### src/rtl/pkt_sf_fifo_if.sv
// Producer/consumer bundle for pkt_sf_fifo. The fifo takes the slave modport.
// With PKT_SF_FIFO_STATS_EN defined the bundle also carries the two packet statistics counters.
interface pkt_sf_fifo_if #(
  parameter int DEPTH_LG2  = 4,
  parameter int DATA_WIDTH = 32
);
  logic                  wvalid_i;
  logic                  wready_o;
  logic [DATA_WIDTH-1:0] wdata_i;
  logic                  wlast_i;
  logic                  werr_i;
  logic                  rvalid_o;
  logic                  rready_i;
  logic [DATA_WIDTH-1:0] rdata_o;
  logic                  rlast_o;
  logic [DEPTH_LG2:0]    pkt_cnt_o;
  logic                  drop_o;
`ifdef PKT_SF_FIFO_STATS_EN
  logic [31:0]           stat_cmt_o;
  logic [31:0]           stat_drop_o;
`endif

  modport master (
    output wvalid_i, wdata_i, wlast_i, werr_i, rready_i,
    input  wready_o, rvalid_o, rdata_o, rlast_o, pkt_cnt_o, drop_o
`ifdef PKT_SF_FIFO_STATS_EN
    , input stat_cmt_o, stat_drop_o
`endif
  );

  modport slave (
    input  wvalid_i, wdata_i, wlast_i, werr_i, rready_i,
    output wready_o, rvalid_o, rdata_o, rlast_o, pkt_cnt_o, drop_o
`ifdef PKT_SF_FIFO_STATS_EN
    , output stat_cmt_o, stat_drop_o
`endif
  );
endinterface

### src/rtl/pkt_sf_fifo.sv
// Store-and-forward packet FIFO. A packet becomes readable only after its last beat is written without error.
// Errored or oversize packets are discarded by rewinding the write pointer. PKT_SF_FIFO_STATS_EN adds commit/drop counters.
module pkt_sf_fifo #(
  parameter int DEPTH_LG2  = 4,
  parameter int DATA_WIDTH = 32,
  parameter bit RST_MEM    = 1'b0
) (
  input  logic             clk,
  input  logic             rst_n,
  pkt_sf_fifo_if.slave     bus
);
  localparam int DEPTH = 1 << DEPTH_LG2;
  localparam int PW    = DEPTH_LG2 + 1;
  localparam logic [PW-1:0] PTR_ONE = PW'(1);

  typedef enum logic [1:0] {IDLE, FILL, DROP} state_t;

  state_t              state;
  logic [PW-1:0]       wr_tmp, wr_cmt, rd, pkt_cnt;
  logic                drop;
  logic [DATA_WIDTH:0] mem [DEPTH];

  logic full, wready, rvalid, rlast, w_acc, r_acc, store, commit, err_drop, overflow, last_read;

  // Everything here comes from registered state only, so no output depends combinationally on an input.
  assign full      = (wr_tmp[DEPTH_LG2] != rd[DEPTH_LG2]) &&
                     (wr_tmp[DEPTH_LG2-1:0] == rd[DEPTH_LG2-1:0]);
  assign wready    = (state == DROP) ? 1'b1 : !full;
  assign rvalid    = (rd != wr_cmt);
  assign rlast     = rvalid && mem[rd[DEPTH_LG2-1:0]][DATA_WIDTH];
  assign w_acc     = bus.wvalid_i && wready;
  assign r_acc     = rvalid && bus.rready_i;
  assign store     = w_acc && (state != DROP);
  assign commit    = store && bus.wlast_i && !bus.werr_i;
  assign err_drop  = store && bus.wlast_i && bus.werr_i;
  // Overflow: the whole FIFO is a single uncommitted packet, so it can never finish and must be dropped.
  assign overflow  = (state == FILL) && full && (wr_cmt == rd) && bus.wvalid_i;
  assign last_read = r_acc && rlast;

  assign bus.wready_o  = wready;
  assign bus.rvalid_o  = rvalid;
  assign bus.rdata_o   = mem[rd[DEPTH_LG2-1:0]][DATA_WIDTH-1:0];
  assign bus.rlast_o   = rlast;
  assign bus.pkt_cnt_o = pkt_cnt;
  assign bus.drop_o    = drop;

  // NOTE: sequential state uses non-blocking assignments, so every block sees the pre-edge values.
  always_ff @(posedge clk) begin
    if (!rst_n) begin
      state   <= IDLE;
      wr_tmp  <= '0;
      wr_cmt  <= '0;
      rd      <= '0;
      pkt_cnt <= '0;
      drop    <= 1'b0;
    end else begin
      drop <= err_drop || overflow;
      if (r_acc) rd <= rd + PTR_ONE;

      if (overflow) begin
        wr_tmp <= wr_cmt;
        state  <= DROP;
      end else if (store) begin
        if (!bus.wlast_i) begin
          wr_tmp <= wr_tmp + PTR_ONE;
          state  <= FILL;
        end else if (bus.werr_i) begin
          wr_tmp <= wr_cmt;
          state  <= IDLE;
        end else begin
          wr_tmp <= wr_tmp + PTR_ONE;
          wr_cmt <= wr_tmp + PTR_ONE;
          state  <= IDLE;
        end
      end else if (state == DROP && bus.wvalid_i && bus.wlast_i) begin
        state <= IDLE;
      end

      if (commit && !last_read)      pkt_cnt <= pkt_cnt + PTR_ONE;
      else if (last_read && !commit) pkt_cnt <= pkt_cnt - PTR_ONE;
    end
  end

  // NOTE: storage is kept out of the control reset so it can map to plain RAM unless RST_MEM asks otherwise.
  generate
    if (RST_MEM) begin : g_mem_rst
      always_ff @(posedge clk) begin
        if (!rst_n) begin
          for (int i = 0; i < DEPTH; i++) mem[i] <= '0;
        end else if (store) begin
          mem[wr_tmp[DEPTH_LG2-1:0]] <= {bus.wlast_i, bus.wdata_i};
        end
      end
    end else begin : g_mem_norst
      always_ff @(posedge clk) begin
        if (store) mem[wr_tmp[DEPTH_LG2-1:0]] <= {bus.wlast_i, bus.wdata_i};
      end
    end
  endgenerate

`ifdef PKT_SF_FIFO_STATS_EN
  logic [31:0] stat_cmt, stat_drop;

  always_ff @(posedge clk) begin
    if (!rst_n) begin
      stat_cmt  <= '0;
      stat_drop <= '0;
    end else begin
      if (commit && stat_cmt != '1)                    stat_cmt  <= stat_cmt + 32'd1;
      if ((err_drop || overflow) && stat_drop != '1)   stat_drop <= stat_drop + 32'd1;
    end
  end

  assign bus.stat_cmt_o  = stat_cmt;
  assign bus.stat_drop_o = stat_drop;
`endif
endmodule

### src/flat_wrapper.sv
// flat-port wrapper written by rule: the top's interface ports become plain ports
module pkt_sf_fifo_flat 
#(
  parameter int DEPTH_LG2  = 4,
  parameter int DATA_WIDTH = 32,
  parameter bit RST_MEM    = 1'b0
)
  (clk, rst_n, bus_wvalid_i, bus_wdata_i, bus_wlast_i, bus_werr_i, bus_rready_i, bus_wready_o, bus_rvalid_o, bus_rdata_o, bus_rlast_o, bus_pkt_cnt_o, bus_drop_o);
  pkt_sf_fifo_if #(.DEPTH_LG2(DEPTH_LG2), .DATA_WIDTH(DATA_WIDTH)) bus_i ();
  input  logic clk;
  input  logic rst_n;
  input wire logic [$bits(bus_i.wvalid_i)-1:0] bus_wvalid_i;
  input wire logic [$bits(bus_i.wdata_i)-1:0] bus_wdata_i;
  input wire logic [$bits(bus_i.wlast_i)-1:0] bus_wlast_i;
  input wire logic [$bits(bus_i.werr_i)-1:0] bus_werr_i;
  input wire logic [$bits(bus_i.rready_i)-1:0] bus_rready_i;
  output wire logic [$bits(bus_i.wready_o)-1:0] bus_wready_o;
  output wire logic [$bits(bus_i.rvalid_o)-1:0] bus_rvalid_o;
  output wire logic [$bits(bus_i.rdata_o)-1:0] bus_rdata_o;
  output wire logic [$bits(bus_i.rlast_o)-1:0] bus_rlast_o;
  output wire logic [$bits(bus_i.pkt_cnt_o)-1:0] bus_pkt_cnt_o;
  output wire logic [$bits(bus_i.drop_o)-1:0] bus_drop_o;
  assign bus_i.wvalid_i = bus_wvalid_i;
  assign bus_i.wdata_i = bus_wdata_i;
  assign bus_i.wlast_i = bus_wlast_i;
  assign bus_i.werr_i = bus_werr_i;
  assign bus_i.rready_i = bus_rready_i;
  assign bus_wready_o = bus_i.wready_o;
  assign bus_rvalid_o = bus_i.rvalid_o;
  assign bus_rdata_o = bus_i.rdata_o;
  assign bus_rlast_o = bus_i.rlast_o;
  assign bus_pkt_cnt_o = bus_i.pkt_cnt_o;
  assign bus_drop_o = bus_i.drop_o;
  pkt_sf_fifo #(.DEPTH_LG2(DEPTH_LG2), .DATA_WIDTH(DATA_WIDTH), .RST_MEM(RST_MEM)) u_core (.clk(clk), .rst_n(rst_n), .bus(bus_i));
endmodule
### config.mk
export PLATFORM = sky130hd
export DESIGN_NAME = pkt_sf_fifo_flat
export DESIGN_NICKNAME = d
export VERILOG_FILES = /design/src/rtl/pkt_sf_fifo_if.sv /design/src/rtl/pkt_sf_fifo.sv /design/src/flat_wrapper.sv
export SDC_FILE = /design/constraint.sdc
export NUM_CORES = 1
export LEC_CHECK = 0
export BUFFER_PORTS_ARGS = -buffer_cell sky130_fd_sc_hd__clkbuf_2
export CORE_UTILIZATION = 40
export CTS_CLUSTER_DIAMETER = 120
export CTS_CLUSTER_SIZE = 28
export DETAILED_ROUTE_END_ITERATION = 10
export PLACE_DENSITY_LB_ADDON = 0.3
export SLEW_MARGIN = 30
export SYNTH_ARGS = -nofsm -noshare
export SYNTH_HDL_FRONTEND = slang
export SYNTH_SLANG_ARGS = --single-unit
export TNS_END_PERCENT = 1
### constraint.sdc
create_clock -name clk -period 6.4 [get_ports clk]
set_input_delay 1.28 -clock clk [delete_from_list [all_inputs] [get_ports clk]]
set_output_delay 1.28 -clock clk [all_outputs]
set_load 0.01 [all_outputs]
Yosys cells after proc, flatten, opt, wreduce, memory -nomap -nowiden. Memory sizes are Yosys's and may differ from the RTL's. A register that Yosys moved wholly into a read port is not among the register bits. Index checks and enable logic that the tools add are counted.

Register bits after elaboration: 23. RAM bits: 528. Output and inout bits: 41. Memories kept: 1.

$add $sub $neg: 4. Equality and inequality tests: 7. Multiplexer cells: 15. Bitwise logic cells: 2. Reduce and logical (&&, ||, !) cells: 27.

Memories: u_core.mem (depth 16, bits a word 33, read ports 1, clocked after memory_dff 1, write ports 1, RTL line pkt_sf_fifo.sv:21) `logic [DATA_WIDTH:0] mem [DEPTH];`.

Operators with widths (number): two-way mux 5 bit (6); logical AND 1 bit (16); adder 5 x 1 -> 5 bit (second input constant) (3); two-way mux 4 bit (2); two-way mux 2 bit (3); nonzero test 2 bit (3); == test 5 bit (1); != test 5 bit (1); subtractor 5 x 1 -> 5 bit (second input constant) (1); == test 4 bit (1); logical NOT 1 bit (4); two-way mux 1 bit (4); AND reduction 3 bit (1); nonzero test 3 bit (1); == test 2 x 1 -> 1 bit (second input constant) (1); == test 2 bit (second input constant) (1); != test 2 bit (second input constant) (1); inverter 1 bit (2); OR reduction 2 bit (1); logical OR 1 bit (1); != test 1 bit (1).

Longest topological paths before layout.
Word-level depth: 12. Mapped depth: 14.

Worst setup path after synthesis. OpenSTA, ideal clock, no wires.

Path type: input -> register. Start point: in bus_wvalid_i. End point: mem u_core.mem[0][0] (netlist name) (enable). Setup time: 0.518 ns. Arrival time: 5.277 ns. Slack: 0.605 ns. Stages on the path: 4. Path buffers: 1. Cells stage by stage: nand2_1 -> o21bai_2 -> buf_2 -> nor4b_1.

Cells in the longest elaborated chain, start to end: 4.

Ends and longest elaborated chain: start, declared (RTL line flat_wrapper.sv:12) `input wire logic [$bits(bus_i.wvalid_i)-1:0] bus_wvalid_i;`; logical AND 1 bit (RTL line pkt_sf_fifo.sv:31) `assign w_acc = bus.wvalid_i && wready;`; logical AND 1 bit (RTL line pkt_sf_fifo.sv:33) `assign store = w_acc && (state != DROP);`; two-way mux 1 bit (RTL line pkt_sf_fifo.sv:96) `if (store) mem[wr_tmp[DEPTH_LG2-1:0]] <= {bus.wlast_i, bus.wdata_i};`; two-way mux 1 bit (not written as such) (RTL line pkt_sf_fifo.sv:96); end, declared (RTL line pkt_sf_fifo.sv:21).

No other way between the ends.

==> reports/results.tsv <==
stage	metric	value	unit
synth	synth_top_area_share	73.52	%
sta	worst_slew_margin_rel	39.18	%
worst_hold_path	hold_path_end	u_core.wr_tmp[4]	
status	violations_in_the_final_reports	DRC	
final_layout	final.fill_count	4429	
worst_hold_path	worst_hold_path_type	reg -> reg	
worst_setup_path	worst-path-max-fanout	59	
drt	num_vias	9474	
drt	residual_drc_count	5	
global_routing	grt_start_max_net_pins	60	
placed_design	placement.io_buffers	78	
cts	cts.root.buffer_cell	sky130_fd_sc_hd__clkbuf_16	
global_routing	grt_use_total	16.66	%
floorplanning	initial_cell_density_of_the_core	40.79	%
worst_setup_path	timing.critical_path.arrival	3310	ps
final_layout	syn_to_final_growth	9.225	%
worst_setup_path	regToRegEndpoint	u_core.bus.pkt_cnt_o[4]	
synth	post-synth-top-count-cell	sky130_fd_sc_hd__edfxtp_1	
drt	via_per_inst	5.540	
power	ir_drop_worst_vdd	0.1809	mV
final_layout	stdcell_count	1710	
sta	period_minus_slack	4589	ps
final_layout	number_of_diodes	0	
power	power.leakage	7.208	nW
power	fin_total_pwr	6.623	mW
status	outcome	finished with violations	
synth	synth_xor_xnor_area_share	0.7716	%
synth	biggest_area_consumer_among_synthesized_cells	sky130_fd_sc_hd__edfxtp_1	
power	pwr_density_cell	281.2	mW/mm2
global_routing	grt_pass1_wl	66090	um
synth	postSynthAreaPerCell	23.42	um2
synth	synthesis.nets	969	
global_routing	antenna_violations_before_repair	2	
synth	netlist_top_cells_area	sky130_fd_sc_hd__edfxtp_1 74%, sky130_fd_sc_hd__mux4_2 14%, sky130_fd_sc_hd__mux4_1 3.7%	
synth	postSynthCellCount	921	
worst_setup_path	cp-end-kind	output pin	
worst_setup_path	ff2ff_path_depth	13	
cts	cts_setup_buffers	0	
drt	drt_first_iter_violations	866	
worst_setup_path	required	5120	ps
drt	detail-route-antenna-nets	0	
worst_setup_path	crit_chain	buf_4 -> mux4_2 -> mux4_2 -> clkbuf_2	
worst_setup_path	worst_setup_path_start_kind	flop	
placed_design	gpl_congestion	0.8130	
cts	cts_resized	0	
sta	tightestPinTransition	912.3	ps
synth	synth-async-reset-ratio	0	%
synth	synth_enable_flop_cells	528	
worst_setup_path	criticalPathCategory	reg -> out	
floorplanning	die_h	234.2	um
sta	fmax	217.9	MHz
synth	seq_area_frac_synth	76.03	%
placed_design	place.detailed.instances	1664	
final_layout	nNetsFinal	1052	
synth	yosys_most_used_dff	sky130_fd_sc_hd__edfxtp_1	
synth	synth_compound_area_share	0.8877	%
floorplanning	die_w	234.2	um
worst_setup_path	cp_slowest_stage_delay	950	ps
drt	dr.pass1.iters	8	
cts	cts-htree-levels	1	
worst_setup_path	regToRegSetupSlack	2480	ps
drt	wirelength	44850	um
final_layout	layout.core_utilization	44.56	%
synth	synth_top_family_by_area	multiplexers	
synth	number_of_library_cell_types_mapped_by_synthesis	48	
cts	maximum_buffer_depth_of_the_clock_tree	3	
synth	synth.cell_area	0.02157	mm2
synth	adder_and_majority_cell_fraction_of_the_synthesized_area	0.6150	%
placed_design	dp_hpwl	23180	um
worst_setup_path	crit_top_cell	sky130_fd_sc_hd__mux4_2	
cts	clk_latency	570	ps
floorplanning	design.core.area	0.05287	mm2
final_layout	final_layout_size_suffix_gt1_share	28.18	%
sta	slack_of_the_critical_path	1811	ps
cts	cts.sinks	555	
cts	postCtsHoldBufs	0	
worst_hold_path	holdCritStartpoint	u_core.wr_cmt[4]	
sta	timing_hold_violations_final	0	
placed_design	pre_cts_slack	2172	ps
sta	finalMaxSlewViolations	0	
sta	min_period_over_period	71.70	%
synth	yosys-mux-area-fraction	18.08	%
floorplanning	placement_rows	84	
run	max_cap_violations	0	
global_routing	grt.overflow.total	0	
sta	fin_skew	18.80	ps
sta	setup_viol_count_final	0	
global_routing	first_global_vias	9921	
synth	ys.warnings.count	0	
synth	synth-seq-cells	555	
cts	clk_pin_slew_worst_paths	110	ps
sta	setup-tns-final	0	ps
worst_setup_path	critPathSlowestCell	sky130_fd_sc_hd__dfxtp_4	
synth	synthSimpleGateAreaFrac	2.019	%
worst_hold_path	hold_path_depth	2	
drt	routed_wire_length_per_instance	26.23	um
floorplanning	floorplan.die_area	0.05485	mm2
floorplanning	io-pin-count	79	
cts	tritoncts	yes	
sta	rsz0062_at_grt	false	
cts	cts_buffers	24	
synth	netlist_top_cells_count	528 x sky130_fd_sc_hd__edfxtp_1, 135 x sky130_fd_sc_hd__mux4_2, 30 x sky130_fd_sc_hd__mux4_1	
cell type report:
type,instances,area (um2),area share [%]
multi-input combinational,310,4872,20.68
sequential,555,16410,69.66
clock inverter,2,36.28,0.1540
clock buffer,42,689.4,2.927
inverter,10,37.54,0.1594
tap,688,860.8,3.655
timing repair buffer,103,650.6,2.762
layout by cell type (no fill, tap or decap), drive strengths merged, types with 6 or more instances in the layout:
cell type,Yosys,layout
mux2i,6,6
nand2,11,11
xor2,13,13
mux4,165,165
nor2,26,26
inv,9,11
and3,6,6
dfxtp,27,27
nand3,10,10
a21oi,13,13
buf,27,25
clkbuf,19,120
xnor2,6,6
edfxtp,528,528
nor3,6,6
ha,9,9
stage by stage:
step	area, um2	hold WS, ps
finish	23560	519.4
global route	23560	551.6
CTS	23500	520.5
detailed placement	22770	505.1
global placement	22750	505.4
floorplan	21570	469.4
how the worst max path moves through the flow:
stage / endpoint / startpoint / slack, ps / depth (start not counted)
after detailed placement: u_core.bus.pkt_cnt_o[4] / bus_wvalid_i / 2170 / 13
after global routing: bus_rdata_o[4] / flop / 1620 / 4
final: bus_rdata_o[4] / flop / 1810 / 4
after floorplan: u_core.mem[0][0] / bus_wvalid_i / 600 / 4
after CTS: bus_rdata_o[16] / flop / 1620 / 4
after global placement: u_core.bus.pkt_cnt_o[4] / bus_wvalid_i / 2210 / 13
critical path: cells and delay by family, from the launching register on:
family | cells | cell delay, ps
buffers and inverters | 2 | 820
multiplexers | 2 | 950
flip-flops | 1 | 950
state kept, by name, summed over array words and instances, names as in the netlist, named ones only:
name / count
u_core.rd: 5
u_core.wr_tmp: 5
u_core.bus.drop_o: 1
u_core.bus.pkt_cnt_o: 5
u_core.wr_cmt: 5
u_core.mem: 528
u_core.state: 2
logic make-up (layout without fill, tap and decap cells):
kind of cell               Yosys count  in the layout
DFF                                555            555
muxes                              172            172
and+or+nand+nor                     80             80
buffers and inverters               56            157
AOI/OAI and AO/OA                   29             29
xor gates and xnor gates            19             19
adders and majority gates           10             10
where the power goes:
| group | switching (mW) | internal [mW] | total [mW] |
|---|---|---|---|
| registers | 0.0434 | 4.03 | 4.07 |
| logic | 0.354 | 0.363 | 0.717 |
| clock network | 1.08 | 0.758 | 1.83 |
| total | 1.47 | 5.15 | 6.62 |
per-layer routing:
layer | vias to the layer above | wire, um | global-route usage, %
met5 | - | 27 | 0
met4 | 4 | 520 | 3.186
met2 | 184 | 21780 | 26.82
met1 | 5161 | 20590 | 24.48
met3 | 39 | 1932 | 2.225
li1 | 4086 | - | -
Note: power is estimated with default switching activity, not from simulation.
